**config.mk**
```make
export PLATFORM = sky130hd
export DESIGN_NAME = muldiv_unit_flat
export DESIGN_NICKNAME = d
export VERILOG_FILES = /design/src/rtl/muldiv_unit_if.sv /design/src/rtl/muldiv_unit.sv /design/src/flat_wrapper.sv
export SDC_FILE = /design/constraint.sdc
export NUM_CORES = 1
export LEC_CHECK = 0
export CAP_MARGIN = 20
export CORE_ASPECT_RATIO = 1.75
export CORE_UTILIZATION = 60
export DETAILED_ROUTE_END_ITERATION = 10
export PLACE_DENSITY_LB_ADDON = 0.12
export RECOVER_POWER = 50
export SETUP_SLACK_MARGIN = 0.2
export SLEW_MARGIN = 20
export SYNTH_ARGS = -nofsm -noshare
export SYNTH_HDL_FRONTEND = slang
export SYNTH_SLANG_ARGS = --single-unit
```
**constraint.sdc**
```tcl
create_clock -name clk -period 10.8 [get_ports clk]
set_clock_uncertainty 0.15 [all_clocks]
set_input_delay 1.62 -clock clk [delete_from_list [all_inputs] [get_ports clk]]
set_output_delay 1.62 -clock clk [all_outputs]
set_load 0.03 [all_outputs]
```
**src/rtl/muldiv_unit_if.sv**
```systemverilog
// Operand, control and result bundle between the EX stage and muldiv_unit.
// The CPU side uses the master modport; the unit uses the slave modport.
interface muldiv_unit_if #(
    parameter int WIDTH = 32
);
    logic             start;
    logic [1:0]       op;
    logic [WIDTH-1:0] a;
    logic [WIDTH-1:0] b;
    logic             flush;
    logic             hi_we;
    logic             lo_we;
    logic [WIDTH-1:0] wdata;
    logic             busy;
    logic             done;
    logic [WIDTH-1:0] hi;
    logic [WIDTH-1:0] lo;

    modport master (
        output start, op, a, b, flush, hi_we, lo_we, wdata,
        input  busy, done, hi, lo
    );

    modport slave (
        input  start, op, a, b, flush, hi_we, lo_we, wdata,
        output busy, done, hi, lo
    );
endinterface

```
**src/rtl/muldiv_unit.sv**
```systemverilog
// Iterative MULT/MULTU/DIV/DIVU unit with architectural HI/LO registers.
// Optional build macro MULDIV_FAST_MULT_EN: single-cycle combinational multiply.
module muldiv_unit #(
    parameter int WIDTH = 32,
    parameter int CNT_W = 6
) (
    input  logic          clk,
    input  logic          rst,
    muldiv_unit_if.slave  bus
);

    typedef enum logic [1:0] {IDLE, ITER, FIX} state_t;

    state_t               state, state_nx;
    logic [CNT_W-1:0]     cnt;
    logic                 done_r;
    logic [WIDTH-1:0]     hi_r, lo_r;

    // Operand/result datapath; never reset, only loaded on launch.
    logic [2*WIDTH-1:0]   acc;
    logic [WIDTH-1:0]     opb;
    logic                 is_div, is_sgn, div0, sign_q, sign_r;

    logic                 start_ok, launch;
    logic [WIDTH-1:0]     mul_add;
    logic [WIDTH:0]       mul_sum, div_part, div_trial;
    logic [2*WIDTH-1:0]   acc_step, prod;
    logic [WIDTH-1:0]     res_hi, res_lo;

    function automatic logic [WIDTH-1:0] neg_w(input logic [WIDTH-1:0] v, input logic en);
        return en ? (~v) + WIDTH'(1) : v;
    endfunction

    function automatic logic [2*WIDTH-1:0] neg_2w(input logic [2*WIDTH-1:0] v, input logic en);
        return en ? (~v) + (2*WIDTH)'(1) : v;
    endfunction

    function automatic logic [WIDTH-1:0] mag(input logic [WIDTH-1:0] v, input logic sgn);
        return neg_w(v, sgn & v[WIDTH-1]);
    endfunction

    assign start_ok = (state == IDLE) && bus.start && !bus.flush;

`ifdef MULDIV_FAST_MULT_EN
    logic               fast_mul, fast_sgn;
    logic [2*WIDTH-1:0] fast_mag, fast_prod;

    assign fast_mul  = start_ok && !bus.op[1];
    assign launch    = start_ok && bus.op[1];
    assign fast_sgn  = !bus.op[0] && (bus.a[WIDTH-1] ^ bus.b[WIDTH-1]);
    assign fast_mag  = {{WIDTH{1'b0}}, mag(bus.a, !bus.op[0])} *
                       {{WIDTH{1'b0}}, mag(bus.b, !bus.op[0])};
    assign fast_prod = neg_2w(fast_mag, fast_sgn);
`else
    assign launch    = start_ok;
`endif

    // One shift-add or restoring-subtract step on the shared accumulator.
    always_comb begin
        mul_add   = acc[0] ? opb : {WIDTH{1'b0}};
        mul_sum   = {1'b0, acc[2*WIDTH-1:WIDTH]} + {1'b0, mul_add};
        div_part  = {acc[2*WIDTH-1:WIDTH], acc[WIDTH-1]};
        div_trial = div_part - {1'b0, opb};
        if (is_div) begin
            if (div_trial[WIDTH])
                acc_step = {div_part[WIDTH-1:0], acc[WIDTH-2:0], 1'b0};
            else
                acc_step = {div_trial[WIDTH-1:0], acc[WIDTH-2:0], 1'b1};
        end else begin
            acc_step = {mul_sum, acc[WIDTH-1:1]};
        end
    end

    // Sign fix-up applied on the way into HI/LO.
    always_comb begin
        prod = neg_2w(acc, is_sgn & sign_q);
        if (is_div) begin
            res_hi = neg_w(acc[2*WIDTH-1:WIDTH], is_sgn & sign_r);
            res_lo = div0 ? {WIDTH{1'b1}} : neg_w(acc[WIDTH-1:0], is_sgn & sign_q);
        end else begin
            res_hi = prod[2*WIDTH-1:WIDTH];
            res_lo = prod[WIDTH-1:0];
        end
    end

    always_comb begin
        state_nx = state;
        case (state)
            IDLE:    if (launch) state_nx = ITER;
            ITER: begin
                if (bus.flush)                          state_nx = IDLE;
                else if (cnt == CNT_W'(WIDTH - 1))      state_nx = FIX;
            end
            FIX:     state_nx = IDLE;
            default: state_nx = IDLE;
        endcase
    end

    always_ff @(posedge clk) begin
        if (rst) begin
            state  <= IDLE;
            cnt    <= '0;
            done_r <= 1'b0;
            hi_r   <= '0;
            lo_r   <= '0;
        end else begin
            state  <= state_nx;
            done_r <= 1'b0;
            case (state)
                IDLE: begin
                    cnt <= '0;
`ifdef MULDIV_FAST_MULT_EN
                    if (fast_mul) begin
                        hi_r   <= fast_prod[2*WIDTH-1:WIDTH];
                        lo_r   <= fast_prod[WIDTH-1:0];
                        done_r <= 1'b1;
                    end else
`endif
                    if (!bus.start) begin
                        if (bus.hi_we) hi_r <= bus.wdata;
                        if (bus.lo_we) lo_r <= bus.wdata;
                    end
                end
                ITER: cnt <= cnt + CNT_W'(1);
                FIX: begin
                    if (!bus.flush) begin
                        hi_r   <= res_hi;
                        lo_r   <= res_lo;
                        done_r <= 1'b1;
                    end
                end
                default: cnt <= '0;
            endcase
        end
    end

    always_ff @(posedge clk) begin
        if (launch) begin
            acc    <= {{WIDTH{1'b0}}, mag(bus.a, !bus.op[0])};
            opb    <= mag(bus.b, !bus.op[0]);
            is_div <= bus.op[1];
            is_sgn <= !bus.op[0];
            div0   <= (bus.b == '0);
            sign_q <= bus.a[WIDTH-1] ^ bus.b[WIDTH-1];
            sign_r <= bus.a[WIDTH-1];
        end else if (state == ITER) begin
            acc    <= acc_step;
        end
    end

    assign bus.busy = (state != IDLE);
    assign bus.done = done_r;
    assign bus.hi   = hi_r;
    assign bus.lo   = lo_r;

endmodule

```
**src/flat_wrapper.sv**
```systemverilog
// flat-port wrapper written by rule: the top's interface ports become plain ports
module muldiv_unit_flat 
#(
    parameter int WIDTH = 32,
    parameter int CNT_W = 6
)
  (clk, rst, bus_start, bus_op, bus_a, bus_b, bus_flush, bus_hi_we, bus_lo_we, bus_wdata, bus_busy, bus_done, bus_hi, bus_lo);
  muldiv_unit_if #(.WIDTH(WIDTH)) bus_i ();
  input  logic clk;
  input  logic rst;
  input wire logic [$bits(bus_i.start)-1:0] bus_start;
  input wire logic [$bits(bus_i.op)-1:0] bus_op;
  input wire logic [$bits(bus_i.a)-1:0] bus_a;
  input wire logic [$bits(bus_i.b)-1:0] bus_b;
  input wire logic [$bits(bus_i.flush)-1:0] bus_flush;
  input wire logic [$bits(bus_i.hi_we)-1:0] bus_hi_we;
  input wire logic [$bits(bus_i.lo_we)-1:0] bus_lo_we;
  input wire logic [$bits(bus_i.wdata)-1:0] bus_wdata;
  output wire logic [$bits(bus_i.busy)-1:0] bus_busy;
  output wire logic [$bits(bus_i.done)-1:0] bus_done;
  output wire logic [$bits(bus_i.hi)-1:0] bus_hi;
  output wire logic [$bits(bus_i.lo)-1:0] bus_lo;
  assign bus_i.start = bus_start;
  assign bus_i.op = bus_op;
  assign bus_i.a = bus_a;
  assign bus_i.b = bus_b;
  assign bus_i.flush = bus_flush;
  assign bus_i.hi_we = bus_hi_we;
  assign bus_i.lo_we = bus_lo_we;
  assign bus_i.wdata = bus_wdata;
  assign bus_busy = bus_i.busy;
  assign bus_done = bus_i.done;
  assign bus_hi = bus_i.hi;
  assign bus_lo = bus_i.lo;
  muldiv_unit #(.WIDTH(WIDTH), .CNT_W(CNT_W)) u_core (.clk(clk), .rst(rst), .bus(bus_i));
endmodule
```
==> flow_summary.ini, run 1 <==
[timing]
fmax_ghz = 0.181
tightest_slew_ps = 2790
hold_viol = 0
slew_violations = 61
setup_tns_ps = 0
period_needed_ps = 5540
hold_slack_ps = 301
finalSetupViolCount = 0
rsz0062_at_grt = false
max_slew_margin_pct = -85.9
period_share_pct = 51.3

[route]
post_drt_wl_per_cell_um = 21.5
ant_nets = 0
wl_um = 47400
via_per_inst = 6.49
drc_errors = 0
vias = 14300
firstDrtPassIters = 5
drt_iter0_markers = 1272

[global_routing]
grt_pass1_vias = 13800
grt_max_degree = 92
antenna_found_initial = 0
track_usage_pct = 38.6
gr-total-overflow = 0
grt_pass1_wl_um = 72400

[place]
gp_congestion = 0.981
port_buffers = 169
dp_hpwl_um = 36700

[setup_path]
path_max_fanout = 25
crit_arrival_ps = 5600
r2r_setup_slack_ps = 5510
critPathCaptureType = flop
r2r-end = u_core.acc[60]$_SDFFE_PP0P_
worstReg2RegStart = u_core.acc[0]$_DFFE_PP_
crit_required_ps = 10860
cp-start-kind = primary input
reg2reg_depth = 13
path_class = primary input to flop

[pwr]
p_leak_nw = 6.57
powerDensity_mw_per_mm2 = 158
ir_worst_vdd_mv = 0.119

[floorplanning]
die_area_mm2 = 0.0243
rows = 74
initial_core_util_pct = 60.9
die_w_um = 118
die_h_um = 206
design.core.area_mm2 = 0.0233
pin_count = 170

[logic_synthesis]
seq_area_frac_synth_pct = 29.4
ys_types = 91
yosysWarningCount = 0
synth_top_flop_cell = dfxtp_1
syn_area_mm2 = 0.0142
synthArstFlopShare_pct = 0
synth-edff-count = 69
syn-mean-instance-area_um2 = 7.98
netlist_instances = 1781
synth_nets = 1956
synth-seq-cells = 174

[clocking]
cts_tree = built
clk_latency_ps = 460
htreeDepth = 4
clk_pin_slew_worst_paths_ps = 70
cts-root-buf = clkbuf_16
clock-sinks = 174
cts.path.max_buffers = 2
ctsResizeCount = 0
cts_setup_buffers = 0
holdBufCountCts = 0
cts_made_buffers = 17

[cells_and_area]
n_fill_cell = 1975
layout_common_cells = nor2_1, nand2_1, a21oi_1, o21ai_0, dfxtp_1
final_nets = 2065
syn_to_final_growth_pct = 16.1
n_antenna_cell = 0
drive_gt1_share_pct = 4.26
layout_commonest_cell = nor2_1

[run_status]
failed_checks = capacitance limit, slew limit
status = complete, but fails checks

[run]
max_cap_viol_count = 1

[min_path]
worstHoldEndpoint = u_core.bus.lo[30]$_SDFFE_PP0P_
hp-start = u_core.bus.lo[30]$_SDFFE_PP0P_
whs_path_depth = 2
hp-class = flop to flop
[cells in the mapped netlist (all sizes together), types with 24 or more instances]
| cell | number | share of area [%] |
|---|---|---|
| o21ai | 144 | 5.1 |
| mux2i | 42 | 3.0 |
| a21oi | 177 | 6.3 |
| a21o | 29 | 1.5 |
| nor3 | 31 | 1.1 |
| nor2 | 196 | 5.3 |
| clkbuf | 74 | 2.4 |
| ha | 69 | 6.1 |
| dfxtp | 105 | 15 |
| o221ai | 35 | 2.2 |
| nand3 | 32 | 1.2 |
| a31oi | 24 | 1.1 |
| xor2 | 75 | 4.6 |
| nand2 | 181 | 4.8 |
| inv | 62 | 1.6 |
| edfxtp | 69 | 15 |
| xnor2 | 94 | 5.8 |
[power breakdown]
group,switching [W],leakage [nW],internal (W)
Sequential,0.000129,1.51,0.000755
Clock,0.000302,0.291,0.000333
Combinational,0.000653,4.77,0.000431
Total,0.00108,6.57,0.00152
[kinds of logic after synthesis]
| family | synth area share [%] |
|---|---|
| buffers and inverters | 5.03 |
| adders and majority gates | 6.36 |
| AOI/OAI and AO/OA | 26.0 |
| and+or+nand+nor | 19.7 |
| xor gates and xnor gates | 10.4 |
| DFF | 29.4 |
| muxes | 3.12 |
[flip-flops by register name, indices dropped and copies added, names as in the netlist]
register and cells:
u_core.bus.done 1, u_core.is_sgn 1, u_core.bus.lo 32, u_core.is_div 1
u_core.cnt 6, u_core.opb 32, u_core.state 2, u_core.sign_q 1
u_core.sign_r 1, u_core.acc 64, u_core.bus.hi 32, u_core.div0 1
[routing by layer]
layer,GRT usage [%],part of all wire [%],wire (um),vias to the layer above
met5,0,0,0,-
met4,30.3,7.4,3500,0
met1,38.6,35,16500,6711
met3,4.66,5.0,2390,195
li1,-,-,-,6778
met2,72.0,53,25000,648
[cell type report]
type / count / area (um^2) / area share, %
multi-input combinational: 1448 / 9320 / 56.5
sequential: 174 / 4170 / 25.3
timing repair buffer: 187 / 1810 / 11.0
clock buffer: 18 / 439 / 2.66
tap: 304 / 380 / 2.30
inverter: 62 / 234 / 1.42
clock inverter: 14 / 149 / 0.902
[worst max-delay path: stages]
cell,delay (ps)
dlygate4sd3_1,580
or3b_1,710
clkinvlp_2,950
nor2_1,790
inv_1,590
buf_8,320
[how the worst max path moves through the flow]
stage | start | end | slack (ps) | cells after the start
after global routing | bus_flush | u_core.acc[21]$_DFFE_PP_ | 5030 | 6
after floorplan | bus_flush | u_core.acc[1]$_DFFE_PP_ | 6370 | 6
after CTS | bus_b[4] | u_core.opb[30]$_DFFE_PP_ | 6310 | 10
final | bus_flush | u_core.acc[21]$_DFFE_PP_ | 5260 | 6
after detailed placement | bus_b[4] | u_core.opb[30]$_DFFE_PP_ | 5830 | 10
after global placement | bus_flush | u_core.acc[15]$_DFFE_PP_ | 5900 | 5
[per-stage QoR]
step / power, W / instances / setup WS, ps / cell area, um^2 / util (%)
floorplan: 0.00162 / 1781 / 6370 / 14200 / -
global placement: 0.00194 / 2174 / 5900 / 15900 / 68.3
detailed placement: 0.00196 / 2175 / 5830 / 15900 / 68.4
CTS: 0.00258 / 2207 / 6310 / 16500 / 70.9
global route: 0.00271 / 2207 / 5030 / 16500 / 70.7
finish: 0.00260 / 2207 / 5260 / 16500 / 70.7
Note: power is estimated with default switching activity, not from simulation.
==> inputs of run 2 (changes only) <==
--- a/config.mk
+++ b/config.mk
@@ -7,7 +7,7 @@
 export LEC_CHECK = 0
 export CAP_MARGIN = 20
 export CORE_ASPECT_RATIO = 1.75
-export CORE_UTILIZATION = 60
+export CORE_UTILIZATION = 58
 export DETAILED_ROUTE_END_ITERATION = 10
 export PLACE_DENSITY_LB_ADDON = 0.12
 export RECOVER_POWER = 50
==> constraint.sdc (replaced) <==
create_clock -name clk -period 5.7 [get_ports clk]
set_clock_uncertainty 0.15 [all_clocks]
set_input_delay 0.855 -clock clk [delete_from_list [all_inputs] [get_ports clk]]
set_output_delay 0.855 -clock clk [all_outputs]
set_load 0.03 [all_outputs]
==> run 2 against run 1 <==
Critical endpoint is now u_core.acc[15]$_DFFE_PP_. First-iteration DRC count is 6.8% lower. Largest power group unchanged. Sequential share of layout area is 0.075 points lower. The flow still finishes with violations (capacitance limit, slew limit). Clock-buffer cell count is 3 higher. Sequential cell count stayed put. Combinational power is 97% higher.
==> flow_summary.ini, run 2 (synthesized netlist as in run 1, its figures left out) <==
[run_status]
status = complete, but fails checks
failed_checks = capacitance limit, slew limit

[cells_and_area]
largest-register = u_core.acc
final_nets = 2072
drive_gt1_share_pct = 4.50
n_antenna_cell = 0
layout_commonest_cell = nor2_1
largest_register_ffs = 64
syn_to_final_growth_pct = 16.5
layout_common_cells = nor2_1, nand2_1, a21oi_1, o21ai_0, dfxtp_1
fin_cells = 2217

[setup_path]
critical_path.cell_chain = dlygate4sd3_1, or3b_2, clkbuf_1, clkinvlp_2, nor2_1, clkbuf_1, inv_1, buf_8
crit_required_ps = 5770
crit_arrival_ps = 4370
path_class = primary input to flop
path_max_fanout = 25
crit_buf_inv = 6
cp-start-kind = primary input
critPathCaptureType = flop
cp_common_cell = clkbuf_1
r2r_setup_slack_ps = 1400
cpPeakStageDelay_ps = 910
cp_slowest_cell = clkbuf_1
critPathTopFamily = buffers and inverters

[place]
dp_hpwl_um = 37700
port_buffers = 169
gp_congestion = 0.994
dpl.cell_count = 2185

[clocking]
cts_made_buffers = 17
cts.path.max_buffers = 2
htreeDepth = 4
cts-root-buf = clkbuf_16
clk_latency_ps = 470
ctsResizeCount = 0
cts_tree = built
clock-sinks = 174
holdBufCountCts = 0
clk_pin_slew_worst_paths_ps = 70
cts_setup_buffers = 0

[route]
wl_um = 48500
via_per_inst = 6.49
drc_errors = 0
drt_iter0_markers = 1185
ant_nets = 0
firstDrtPassIters = 5
post_drt_wl_per_cell_um = 21.9
vias = 14400

[global_routing]
track_usage_pct = 38.3
gr-total-overflow = 0
grt_pass1_vias = 13800
antenna_found_initial = 0
grt_max_degree = 103
grt_pass1_wl_um = 73900

[floorplanning]
rows = 75
die_h_um = 209
pin_count = 170
design.core.area_mm2 = 0.0240
initial_core_util_pct = 59.1
die_area_mm2 = 0.0252
die_w_um = 120

[timing]
fmax_ghz = 0.233
finalSetupViolCount = 0
slew_violations = 70
max_slew_margin_pct = -89.0
period_share_pct = 75.4
setup_tns_ps = 0
rsz0062_at_grt = false
period_needed_ps = 4300
tightest_slew_ps = 2830
hold_slack_ps = 297
hold_viol = 0

[pwr]
total_power_w = 0.00495
p_leak_nw = 6.61
ir_worst_vdd_mv = 0.202
powerDensity_mw_per_mm2 = 299

[min_path]
hp-class = flop to flop

[run]
max_cap_viol_count = 1
==> run 2: cell types whose count changed in the layout (fill, tap and decap cells not counted), moves of 2 or more <==
cell / previous run / this run
inv_6: 4 / 2
buf_4: 12 / 19
o21ai_0: 122 / 112
o21ai_1: 21 / 31
clkbuf_1: 5 / 7
clkbuf_16: 17 / 19
nor2_1: 194 / 192
==> run 2: final timing paths <==
kind                                   from                        endpoint  depth (start not counted)
min reg2reg  u_core.bus.lo[18]$_SDFFE_PP0P_  u_core.bus.lo[18]$_SDFFE_PP0P_                          2
max                               bus_flush        u_core.acc[15]$_DFFE_PP_                          8
max reg2reg         u_core.acc[0]$_DFFE_PP_     u_core.acc[57]$_SDFFE_PP0P_                         12
min          u_core.bus.lo[18]$_SDFFE_PP0P_  u_core.bus.lo[18]$_SDFFE_PP0P_                          2
==> run 2: stage by stage <==
step,utilization (%),worst slack [ps],cell area (um^2)
6_report,68.9,1400,16600
5_1_grt,68.9,1250,16600
4_1_cts,69.0,1490,16600
3_5_place_dp,66.6,1440,16000
3_3_place_gp,66.5,1560,16000
2_1_floorplan,-,2030,14200
==> run 2: worst min-delay path, stage by stage, from the launching register on <==
cell,delay (ps)
dfxtp_1,310
nand2_1,50
a21oi_1,50
==> run 2: final cells by class <==
| cell class | count | area [um^2] |
|---|---|---|
| fillers | 2093 | 7470 |
| inverters | 62 | 234 |
| well taps | 308 | 385 |
| multi-input cells | 1448 | 9320 |
| flip-flops and latches | 174 | 4170 |
| clock inverters | 10 | 93.8 |
| clock buffers | 21 | 483 |
| repair buffers | 194 | 1860 |
==> run 2: metal layers <==
layer	vias up	global-route usage [%]	wire length, um
met2	633	69.3	25300
met5	-	0	0
met1	6770	38.4	16700
met4	0	30.1	3810
met3	204	5.95	2690
li1	6775	-	-
==> run 2: report_power, final <==
group	switching, W	internal (W)	total (W)
clock	0.000556	0.000623	0.00118
combinational	0.00129	0.000831	0.00213
sequential	0.000213	0.00143	0.00164
==> inputs of run 3 (changes only) <==
--- a/config.mk
+++ b/config.mk
@@ -7,7 +7,7 @@
 export LEC_CHECK = 0
 export CAP_MARGIN = 20
 export CORE_ASPECT_RATIO = 1.75
-export CORE_UTILIZATION = 58
+export CORE_UTILIZATION = 52
 export DETAILED_ROUTE_END_ITERATION = 10
 export PLACE_DENSITY_LB_ADDON = 0.12
 export RECOVER_POWER = 50
==> constraint.sdc (replaced) <==
create_clock -name clk -period 3.5 [get_ports clk]
set_clock_uncertainty 0.15 [all_clocks]
set_input_delay 0.525 -clock clk [delete_from_list [all_inputs] [get_ports clk]]
set_output_delay 0.525 -clock clk [all_outputs]
set_load 0.03 [all_outputs]
==> run 3 against run 2 <==
The flow now finishes without violations. Sequential cell count is the same. Utilization grew 0.053 points. Final area grew 11%.
==> flow_summary.ini, run 3 (synthesized netlist as in run 1, its figures left out) <==
[setup_path]
cp_common_cell = buf_4
r2r_setup_slack_ps = 40
cp-start-kind = flop
path_class = flop to flop
crit_required_ps = 3700
worstReg2RegStart = u_core.acc[0]$_DFFE_PP_
crit_buf_inv = 4
critPathCaptureType = flop
critPathTopFamily = compound AO/OA/AOI/OAI gates
cpPeakStageDelay_ps = 570
crit_arrival_ps = 3660
critical_path.cell_chain = clkinv_4, buf_12, buf_4, nor2_1, ha_1, a2111oi_0, buf_4, a21oi_4, a311oi_4, o31ai_1, mux2_1, a311oi_1, a21oi_1
path_max_fanout = 7
r2r-end = u_core.acc[57]$_SDFFE_PP0P_
cp_slowest_cell = a2111oi_0
reg2reg_depth = 13

[cells_and_area]
layout_commonest_cell = nor2_1
seq_area_mm2 = 0.00418
largest_register_ffs = 64
finalInstanceArea_mm2 = 0.0184
n_fill_cell = 2278
multi_input_area_mm2 = 0.00976
n_antenna_cell = 0
final_nets = 2241
largest-register = u_core.acc
fin_cells = 2403
drive_gt1_share_pct = 15.4
layout_common_cells = nor2_1, nand2_1, buf_4, a21oi_1, o21ai_0
syn_to_final_growth_pct = 29.5

[floorplanning]
initial_core_util_pct = 53.2
die_area_mm2 = 0.0280
pin_count = 170
die_w_um = 127
die_h_um = 221
rows = 79
design.core.area_mm2 = 0.0267

[clocking]
clk_pin_slew_worst_paths_ps = 80
cts-root-buf = clkbuf_16
htreeDepth = 4
clk_latency_ps = 470
holdBufCountCts = 0
cts_made_buffers = 17
cts_tree = built
clock-sinks = 174
cts.path.max_buffers = 2

[min_path]
hp-start = u_core.bus.hi[21]$_SDFFE_PP0P_
whs_path_depth = 2
worstHoldEndpoint = u_core.bus.hi[21]$_SDFFE_PP0P_
hp-class = flop to flop

[place]
gp_congestion = 0.987
dp_hpwl_um = 39700
port_buffers = 169
place_area_mm2 = 0.0172
dpl.cell_count = 2349
pre_cts_ws_ps = -105

[route]
drc_errors = 0
firstDrtPassIters = 8
post_drt_wl_per_cell_um = 21.8
wl_um = 52500
via_per_inst = 6.31
ant_nets = 0
vias = 15200
drt_iter0_markers = 1300

[timing]
period_share_pct = 98.8
setup_ws_ps = 40.6
setup_tns_ps = 0
tightest_slew_ps = 1370
period_needed_ps = 3460
hold_viol = 0
rsz0062_at_grt = true
max_slew_margin_pct = 8.34
finalSetupViolCount = 0
fmax_ghz = 0.289
slew_violations = 0

[pwr]
total_power_w = 0.00905
ir_worst_vdd_mv = 0.395
p_leak_nw = 7.55
powerDensity_mw_per_mm2 = 492

[global_routing]
grt_pass1_wl_um = 77600
gr-total-overflow = 0
track_usage_pct = 36.4
antenna_found_initial = 0
grt_max_degree = 70
grt_pass1_vias = 14500

[run_status]
status = finished clean

[run]
max_cap_viol_count = 0
run 3: final cells by class:
type                            instances  area share [%]
Inverter                               62            1.30
Sequential cell                       174            22.7
Clock inverter                         15           0.891
Tap cell                              324            2.20
Timing Repair Buffer                  363            17.6
Multi-Input combinational cell       1448            53.0
Clock buffer                           17            2.31
run 3: how the worst max path moves through the flow:
stage                                        from                     endpoint  slack (ps)  cells after the start
after CTS                 u_core.opb[0]$_DFFE_PP_  u_core.acc[51]$_SDFFE_PP0P_         170                     13
after floorplan           u_core.acc[0]$_DFFE_PP_  u_core.acc[57]$_SDFFE_PP0P_         210                     12
after global placement                   bus_b[4]     u_core.opb[28]$_DFFE_PP_         -50                     12
after global routing      u_core.acc[0]$_DFFE_PP_  u_core.acc[61]$_SDFFE_PP0P_         -60                     14
final                     u_core.acc[0]$_DFFE_PP_  u_core.acc[57]$_SDFFE_PP0P_          40                     13
after detailed placement                 bus_b[4]     u_core.opb[30]$_DFFE_PP_        -110                     11
run 3: power by group:
part           total, W  switching (W)  internal, W  leakage, nW
clock network   0.00201       0.000986      0.00102        0.291
registers       0.00254       0.000215      0.00233         1.51
logic           0.00450        0.00255      0.00195         5.74
total           0.00905        0.00375      0.00530         7.55
run 3: repair_timing:
action                                  4_1_cts  5_1_grt
pin swaps                                    19       29
endpoints found under the setup margin       33       42
cloned                                        0        4
setup buffers                                 8        9
hold endpoints to repair                      0        0
resized for setup                            46       53
run 3: per-layer routing:
layer,global-route usage (%),vias up,share of wire [%]
li1,-,7110,-
met1,35.9,7171,35
met2,68.1,626,52
met3,5.34,246,4.7
met4,28.0,0,8.5
met5,0,-,0
run 3: through the flow:
stage,utilization [%],hold WS [ps]
finish,69.0,296
detailed placement,64.3,291
CTS,67.5,301
global route,69.0,320
global placement,64.3,285
floorplan,-,355
run 3: worst reg2reg max path: cells and delay by family (launching register included):
family	cells	cell delay [ps]
flip-flops	1	440
AND/OR/NAND/NOR	1	120
adder cells (fa/ha/maj)	1	250
AO/OA/AOI/OAI	6	1380
multiplexers	1	320
buffers and inverters	4	690
